==> src/rtl/nbit_seq_shifter_if.sv <==
// -----------------------------------------------------------------------------
// nbit_seq_shifter_if
//
// Purpose: groups the request and result signals of nbit_seq_shifter so the
// shifter and its user connect through one bundle.
//
// Signals:
//   start      request to begin an operation, sampled on the rising clock edge
//   in         operand, captured when start is accepted
//   amt        shift amount 0..n-1, captured when start is accepted
//   mode       shift mode, captured when start is accepted
//                00 logical left, 01 logical right,
//                10 arithmetic right, 11 rotate left
//   out        working register, straight from the flop
//   busy       high while shifting is in progress
//   done       one-cycle completion pulse; out holds the final result
//   state_dbg  current FSM state, for observation only
//
// Modports:
//   master  drives the request side, observes the results
//   slave   the shifter itself
// -----------------------------------------------------------------------------
interface nbit_seq_shifter_if #(
   parameter int n = 8
);
   localparam int aw = $clog2(n);

   logic          start;
   logic [n-1:0]  in;
   logic [aw-1:0] amt;
   logic [1:0]    mode;
   logic [n-1:0]  out;
   logic          busy;
   logic          done;
   logic [1:0]    state_dbg;

   modport master (
      output start, in, amt, mode,
      input  out, busy, done, state_dbg
   );

   modport slave (
      input  start, in, amt, mode,
      output out, busy, done, state_dbg
   );
endinterface

==> src/rtl/nbit_seq_shifter.sv <==
// -----------------------------------------------------------------------------
// nbit_seq_shifter
//
// Purpose: low-area sequential shifter. An n-bit operand is loaded on an
// accepted start and shifted one position per clock (logical left, logical
// right, arithmetic right or rotate left) until the requested amount has been
// applied, then a one-cycle done pulse is raised.
//
// Ports:
//   clk  rising-edge clock
//   rst  asynchronous, active-high reset
//   bus  nbit_seq_shifter_if slave modport (start/in/amt/mode in,
//        out/busy/done/state_dbg out)
//
// Handshake: start is a request qualified by the shifter being able to take
// it. It is accepted on any rising edge where the state is IDLE or DONE
// (i.e. busy is low); while busy is high start is ignored and the captured
// operands are never disturbed. Each accepted start produces exactly one done
// pulse unless reset intervenes. Holding start high through DONE reloads on
// that same edge, giving back-to-back operation.
// -----------------------------------------------------------------------------
module nbit_seq_shifter #(
   parameter int n = 8
) (
   input  logic                 clk,
   input  logic                 rst,
   nbit_seq_shifter_if.slave    bus
);
   localparam int aw = $clog2(n);

   typedef enum logic [1:0] {
      IDLE  = 2'd0,
      SHIFT = 2'd1,
      DONE  = 2'd2
   } state_t;

   state_t        state, state_nx;
   logic [n-1:0]  wr, wr_nx;
   logic [aw-1:0] cnt, cnt_nx;
   logic [1:0]    mode_q, mode_nx;
   logic [n-1:0]  wr_sh;

   // One-position shift of the working register under the latched mode.
   always_comb begin
      wr_sh = wr;
      case (mode_q)
         2'b00:   wr_sh = {wr[n-2:0], 1'b0};
         2'b01:   wr_sh = {1'b0, wr[n-1:1]};
         2'b10:   wr_sh = {wr[n-1], wr[n-1:1]};
         2'b11:   wr_sh = {wr[n-2:0], wr[n-1]};
         default: wr_sh = wr;
      endcase
   end

   // Next-state and datapath update.
   always_comb begin
      state_nx = state;
      wr_nx    = wr;
      cnt_nx   = cnt;
      mode_nx  = mode_q;
      case (state)
         IDLE, DONE: begin
            if (bus.start) begin
               wr_nx    = bus.in;
               cnt_nx   = bus.amt;
               mode_nx  = bus.mode;
               // A zero amount skips SHIFT entirely; the operand is the result.
               state_nx = (bus.amt != '0) ? SHIFT : DONE;
            end else if (state == DONE) begin
               state_nx = IDLE;
            end
         end
         SHIFT: begin
            wr_nx  = wr_sh;
            cnt_nx = cnt - 1'b1;
            // cnt==1 means this edge applies the last shift.
            if (cnt == aw'(1)) begin
               state_nx = DONE;
            end
         end
         default: begin
            state_nx = IDLE;
         end
      endcase
   end

   always_ff @(posedge clk or posedge rst) begin
      if (rst) begin
         state  <= IDLE;
         wr     <= '0;
         cnt    <= '0;
         mode_q <= 2'b00;
      end else begin
         state  <= state_nx;
         wr     <= wr_nx;
         cnt    <= cnt_nx;
         mode_q <= mode_nx;
      end
   end

   // All outputs decode directly from flops; no input reaches an output
   // combinationally.
   assign bus.out       = wr;
   assign bus.busy      = (state == SHIFT);
   assign bus.done      = (state == DONE);
   assign bus.state_dbg = state;

endmodule
==> src/flat_wrapper.sv <==
// flat-port wrapper written by rule: the top's interface ports become plain ports
module nbit_seq_shifter_flat 
#(
   parameter int n = 8
)
  (clk, rst, bus_start, bus_in, bus_amt, bus_mode, bus_out, bus_busy, bus_done, bus_state_dbg);
  nbit_seq_shifter_if #(.n(n)) bus_i ();
  input  logic clk;
  input  logic rst;
  input wire logic [$bits(bus_i.start)-1:0] bus_start;
  input wire logic [$bits(bus_i.in)-1:0] bus_in;
  input wire logic [$bits(bus_i.amt)-1:0] bus_amt;
  input wire logic [$bits(bus_i.mode)-1:0] bus_mode;
  output wire logic [$bits(bus_i.out)-1:0] bus_out;
  output wire logic [$bits(bus_i.busy)-1:0] bus_busy;
  output wire logic [$bits(bus_i.done)-1:0] bus_done;
  output wire logic [$bits(bus_i.state_dbg)-1:0] bus_state_dbg;
  assign bus_i.start = bus_start;
  assign bus_i.in = bus_in;
  assign bus_i.amt = bus_amt;
  assign bus_i.mode = bus_mode;
  assign bus_out = bus_i.out;
  assign bus_busy = bus_i.busy;
  assign bus_done = bus_i.done;
  assign bus_state_dbg = bus_i.state_dbg;
  nbit_seq_shifter #(.n(n)) u_core (.clk(clk), .rst(rst), .bus(bus_i));
endmodule
==> config.mk <==
export PLATFORM = sky130hd
export DESIGN_NAME = nbit_seq_shifter_flat
export DESIGN_NICKNAME = d
export VERILOG_FILES = /design/src/rtl/nbit_seq_shifter_if.sv /design/src/rtl/nbit_seq_shifter.sv /design/src/flat_wrapper.sv
export SDC_FILE = /design/constraint.sdc
export NUM_CORES = 1
export LEC_CHECK = 0
export CAP_MARGIN = 15
export CORE_MARGIN = 2
export CORE_UTILIZATION = 45
export DETAILED_ROUTE_END_ITERATION = 10
export PLACE_DENSITY = 0.85
export SYNTH_ARGS = -nofsm -noshare
export SYNTH_HDL_FRONTEND = slang
export SYNTH_SLANG_ARGS = --single-unit
export TNS_END_PERCENT = 1
==> constraint.sdc <==
create_clock -name clk -period 3.3 [get_ports clk]
set_clock_uncertainty 0.15 [all_clocks]
set_input_delay 0.495 -clock clk [delete_from_list [all_inputs] [get_ports clk]]
set_output_delay 0.495 -clock clk [all_outputs]
set_load 0.03 [all_outputs]
==> flow_metrics.env, run 1 <==
export IMPL_synthTopCellsByArea="dfrtp_1 (45%), mux2i_1 (19%), nand2_1 (3.6%)"
export IMPL_cts_tree="built"
export IMPL_clockPowerShare_pct=8.4
export IMPL_io_pins=28
export IMPL_synth_top_area_share_pct=45.2
export IMPL_p_leak_nw=0.514
export IMPL_synth_enable_flop_cells=0
export IMPL_peakVddDrop_mv=0.566
export IMPL_core_area_sq_um=1730
export IMPL_syn_avg_cell_area_sq_um=10.9
export IMPL_synth_ff_type="dfrtp_1"
export IMPL_setup_viol=0
export IMPL_min_path_type="reg -> reg"
export IMPL_num_fill_cells=151
export IMPL_hpwl_mm=1.36
export IMPL_synth_nets=94
export IMPL_cts_root_buf="clkbuf_4"
export IMPL_grt_max_degree=16
export IMPL_status="finished, final reports clean"
export IMPL_hp_start="u_core.cnt[1]$_DFFE_PP0P_"
export IMPL_setup_slack_ns=0.667
export IMPL_ant_nets=0
export IMPL_overflow=0
export IMPL_synth_cell_type_count=25
export IMPL_hold_buffers=0
export IMPL_synth_seq_cells=15
export IMPL_insertion_delay_ns=0.28
export IMPL_via_per_inst=5.11
export IMPL_switching_share_pct=45.5
export IMPL_cp_arrival_ns=1.99
export IMPL_fp_dieH_um=46.9
export IMPL_cts_num_sinks=15
export IMPL_grt_pass1_vias=643
export IMPL_std_cell_rows=15
export IMPL_area_growth_pct=39.4
export IMPL_max_freq_mhz=380
export IMPL_criticalPathCategory="reg -> out"
export IMPL_period_share_pct=79.8
export IMPL_p_int_mw=0.677
export IMPL_synth_commonest_cells="mux2i_1 (16), dfrtp_1 (15), nand2_1 (8)"
export IMPL_fp_dieW_um=46.9
export IMPL_timing_critical_path_from_type="register"
export IMPL_drcViolationCount=0
export IMPL_slew_headroom_pct=62.7
export IMPL_async_flop_share_pct=100
export IMPL_finalNetCount=125
export IMPL_reg2reg_from="u_core.bus.state_dbg[0]$_DFFE_PP0P_"
export IMPL_clockBufferDepth=2
export IMPL_synth_top_area_cell="dfrtp_1"
export IMPL_yosysWarnings=0
export IMPL_timing_rr_end="u_core.bus.out[3]$_DFFE_PP0P_"
export IMPL_cp_data_required_time_ns=2.65
export IMPL_post_cts_buffers=0
export IMPL_htreeDepth=1
export IMPL_port_buffer_count=27
export IMPL_rsz0062_at_grt="false"
export IMPL_hold_viol_final=0
export IMPL_crit_path_end_kind="output port"
export IMPL_rrSetupSlack_ns=1.58
export IMPL_cts_resized=0
export IMPL_pre_cts_ws_ns=0.975
export IMPL_first_pass_iters=2
export IMPL_hold_end="u_core.cnt[1]$_DFFE_PP0P_"
export IMPL_power_frac_comb_pct=60.9
export IMPL_die_area_sq_um=2200
export IMPL_tightest_slew_ns=0.558
export IMPL_grt_usage_pct=18.0
export IMPL_yosysMostFrequentCell="mux2i_1"
export IMPL_synth_cells=76
export IMPL_dr_first_iter_drc_count=2
export IMPL_postRouteWirelength_mm=1.74
export IMPL_crit_fanout=10
export IMPL_n_antenna_cell=0
export IMPL_fin_crit_ns=2.63
export IMPL_powerDensity_nw_per_um2=1070
export IMPL_fin_tns_setup_ns=0
export IMPL_reg2regPathDepth=4
export IMPL_clkSlewWorstSetupHoldPaths_ns=0.10
export IMPL_layout_drive_gt1_share_pct=8.49
export IMPL_sequentialPowerShare_pct=30.7
export IMPL_whs_path_depth=1
export IMPL_cts_made_buffers=3
export IMPL_yosysSeqAreaShare_pct=45.2
export IMPL_cap_violations=0
export IMPL_routedWlPerCell_um=13.3
export IMPL_gp_congestion=0.764
export IMPL_start_util_pct=48.0
export IMPL_vias=670
export IMPL_slew_violations=0
export IMPL_netlist_area_sq_um=830
export IMPL_p_sw_mw=0.566
export IMPL_grt_first_pass_wirelength_mm=2.76
export IMPL_antenna_found_initial=0
## worst max path at each step
| stage | from | end | slack [ns] | cells after the start |
|---|---|---|---|---|
| 6_report | u_core.bus.state_dbg[1]$_DFFE_PP0P_ | bus_busy | 0.67 | 3 |
| 5_1_grt | u_core.bus.state_dbg[1]$_DFFE_PP0P_ | bus_busy | 0.57 | 3 |
| 4_1_cts | u_core.bus.state_dbg[1]$_DFFE_PP0P_ | bus_busy | 0.66 | 3 |
| 3_5_place_dp | bus_start | u_core.bus.out[3]$_DFFE_PP0P_ | 0.97 | 5 |
| 3_3_place_gp | u_core.bus.state_dbg[1]$_DFFE_PP0P_ | bus_busy | 0.99 | 3 |
| 2_1_floorplan | u_core.bus.state_dbg[1]$_DFFE_PP0P_ | u_core.cnt[1]$_DFFE_PP0P_ | 1.58 | 5 |
## metal layers
metal  part of all wire, %  track usage [%]  vias up
met1                    46             22.9      321
met2                    49             30.4       18
li1                      -                -      329
met4                   1.1             6.67        0
met5                     0                0        -
met3                   4.2             3.46        2
## cell families (layout without fill, tap and decap cells)
kind of cell    after synthesis  count (layout)  share of synthesized area [%]
simple gates                 23              23                           13.4
fa+ha+maj                     2               2                           3.02
mux                          17              17                           20.7
compound gates               11              11                           10.9
buf+inv                       7              37                           3.47
flops                        15              15                           45.2
xor+xnor                      1               1                           3.32
## placed cells by master, fill, tap and decap left out, types with 2 or more instances in the layout
cell type,Yosys,final
clkdlybuf4s50_1,0,27
mux2i_1,16,16
dfrtp_1,15,15
nand2_1,8,8
nor2b_1,4,4
nor2_1,4,4
inv_1,4,4
clkbuf_4,0,3
nand2b_1,2,2
nor3_1,2,2
o211ai_1,2,2
a221o_1,2,2
ha_1,2,2
## power by group through the flow
stage	logic (mW)	clock network (mW)	registers, mW
2_1_floorplan	0.419	0	0.482
3_3_place_gp	0.745	0	0.381
3_5_place_dp	0.764	0	0.387
4_1_cts	0.767	0.107	0.382
5_1_grt	0.823	0.112	0.398
6_report	0.756	0.105	0.381
## registers in the layout, summed over array words and instances (netlist names)
name                  flops
u_core.bus.out            8
u_core.cnt                3
u_core.bus.state_dbg      2
u_core.mode_q             2
## critical path, stage by stage, from the launching register on
cell             delay [ns]
dfrtp_1                0.40
nand2b_1               0.31
inv_2                  0.28
clkdlybuf4s50_1        0.72
## final cells by class
class | count | area [sq um] | area share, %
multi-input combinational | 54 | 425 | 36.8
clock buffer | 3 | 22.5 | 1.95
timing repair buffer | 28 | 278 | 24.0
clock inverter | 1 | 5.00 | 0.433
sequential | 15 | 375 | 32.5
tap | 25 | 31.3 | 2.71
inverter | 5 | 18.8 | 1.62
## through the flow
step                      area, sq um  cells  util (%)  total power [mW]  hold WS (ns)
after floorplan                   830     76         -             0.901         0.246
after global placement           1130    127      65.4              1.13         0.358
after detailed placement         1130    127      65.4              1.15         0.371
after CTS                        1160    131      67.0              1.26         0.393
after global routing             1160    131      67.0              1.33         0.437
final                            1160    131      67.0              1.24         0.387
Power figures use the tool's default switching activity.
==> inputs of run 2 (changes only) <==
CORE_UTILIZATION = 40   (was 45)
PLACE_DENSITY = 0.8   (was 0.85)
clock period = 2.37 ns   (was 3.3 ns; I/O delays follow)
==> run 2 against run 1 <==
- global-route usage down 1.5 points
- count of clock-buffer cells in the layout up 1
- via count up 3.9%
==> flow_metrics.env, run 2 (synthesis results as in run 1) <==
export IMPL_pre_cts_ws_ns=0.378
export IMPL_vias=696
export IMPL_core_area_sq_um=1960
export IMPL_setup_viol=0
export IMPL_area_growth_pct=41.6
export IMPL_hpwl_mm=1.45
export IMPL_hold_viol_final=0
export IMPL_slew_violations=0
export IMPL_cp_data_required_time_ns=1.86
export IMPL_reg2regPathDepth=5
export IMPL_min_path_type="in -> async"
export IMPL_period_share_pct=86.0
export IMPL_routedWlPerCell_um=13.6
export IMPL_fin_crit_ns=2.04
export IMPL_rsz0062_at_grt="false"
export IMPL_postRouteWirelength_mm=1.83
export IMPL_insertion_delay_ns=0.29
export IMPL_n_antenna_cell=0
export IMPL_clkSlewWorstSetupHoldPaths_ns=0.09
export IMPL_powerDensity_nw_per_um2=1500
export IMPL_ant_nets=0
export IMPL_grt_pass1_vias=730
export IMPL_antenna_found_initial=0
export IMPL_finalPower_mw=1.76
export IMPL_grt_first_pass_wirelength_mm=3.15
export IMPL_via_per_inst=5.16
export IMPL_port_buffer_count=27
export IMPL_mostFrequentLayoutCells="clkdlybuf4s50_1 (26), mux2i_1 (16), dfrtp_1 (15)"
export IMPL_num_fill_cells=195
export IMPL_setup_slack_ns=0.332
export IMPL_cts_tree="built"
export IMPL_first_pass_iters=4
export IMPL_clockBufferDepth=2
export IMPL_layout_drive_gt1_share_pct=9.26
export IMPL_cts_made_buffers=3
export IMPL_grt_usage_pct=16.6
export IMPL_gp_congestion=0.772
export IMPL_p_leak_nw=0.531
export IMPL_fp_dieW_um=49.5
export IMPL_drcViolationCount=0
export IMPL_finalNetCount=127
export IMPL_peakVddDrop_mv=0.687
export IMPL_largest_reg_flops=8
export IMPL_rrSetupSlack_ns=0.67
export IMPL_die_area_sq_um=2450
export IMPL_cap_violations=0
export IMPL_timing_rr_end="u_core.cnt[1]$_DFFE_PP0P_"
export IMPL_htreeDepth=1
export IMPL_criticalPathCategory="reg -> out"
export IMPL_fin_tns_setup_ns=0
export IMPL_final_common_cell="clkdlybuf4s50_1"
export IMPL_post_cts_buffers=0
export IMPL_std_cell_rows=16
export IMPL_max_freq_mhz=491
export IMPL_status="finished, final reports clean"
export IMPL_crit_fanout=6
export IMPL_io_pins=28
export IMPL_tightest_slew_ns=0.581
export IMPL_start_util_pct=42.3
export IMPL_cts_root_buf="clkbuf_4"
export IMPL_fp_dieH_um=49.5
export IMPL_final_core_util_pct=59.9
export IMPL_reg2reg_from="u_core.bus.state_dbg[1]$_DFFE_PP0P_"
export IMPL_grt_max_degree=16
export IMPL_cp_arrival_ns=1.53
export IMPL_cts_num_sinks=15
export IMPL_timing_critical_path_from_type="register"
export IMPL_overflow=0
export IMPL_dr_first_iter_drc_count=29
export IMPL_crit_path_end_kind="output port"
export IMPL_slew_headroom_pct=61.2
-- run 2: cell types whose count changed in the layout (fill, tap and decap cells not counted) --
| cell | change |
|---|---|
| clkinv_2 | -1 |
| clkbuf_1 | +1 |
| buf_4 | +2 |
| dlymetal6s2s_1 | +1 |
| clkdlybuf4s50_1 | -1 |
-- run 2: per-layer routing --
metal	global-route usage [%]	up-vias	share of wire, %
li1	-	334	-
met1	20.2	337	46
met2	28.9	23	49
met3	3.33	2	4.1
met4	5.56	0	0.76
met5	0	-	0
-- run 2: report_power, final --
part / switching, mW / total (mW) / internal [mW]
registers: 0.145 / 0.534 / 0.389
logic: 0.567 / 1.08 / 0.509
clock network: 0.0830 / 0.148 / 0.0654
total: 0.795 / 1.76 / 0.963
-- run 2: metrics by stage --
| step | hold WS (ns) | cell area, sq um | instances |
|---|---|---|---|
| after global placement | 0.357 | 1150 | 131 |
| after global routing | 0.323 | 1170 | 135 |
| final | 0.264 | 1170 | 135 |
| after detailed placement | 0.378 | 1150 | 131 |
| after floorplan | 0.107 | 830 | 76 |
| after CTS | 0.289 | 1170 | 135 |
-- run 2: timing repair --
item,in CTS,in global routing
setup endpoints to repair,0,1
resized for setup,0,1
hold buffers,0,0
-- run 2: area by class of cell --
class | count | area [sq um] | share of cell area (%)
multi-input cells | 54 | 425 | 36.2
flip-flops and latches | 15 | 375 | 31.9
repair buffers | 30 | 295 | 25.1
well taps | 27 | 33.8 | 2.88
clock buffers | 4 | 26.3 | 2.24
inverters | 5 | 18.8 | 1.60
-- run 2: worst max-delay path by stage --
stage / start / endpoint / slack [ns] / cells past startpoint
finish: u_core.bus.state_dbg[0]$_DFFE_PP0P_ / bus_done / 0.33 / 2
global route: u_core.bus.state_dbg[0]$_DFFE_PP0P_ / bus_done / 0.27 / 2
CTS: u_core.bus.state_dbg[1]$_DFFE_PP0P_ / bus_busy / 0.06 / 3
detailed placement: u_core.bus.state_dbg[1]$_DFFE_PP0P_ / bus_busy / 0.38 / 3
global placement: bus_start / u_core.bus.out[3]$_DFFE_PP0P_ / 0.40 / 5
floorplan: u_core.bus.state_dbg[1]$_DFFE_PP0P_ / u_core.cnt[1]$_DFFE_PP0P_ / 0.65 / 5
-- run 2: critical path, stage by stage (launching register included) --
cell,delay [ns]
dfrtp_1,0.44
nor2b_1,0.13
clkdlybuf4s50_1,0.67
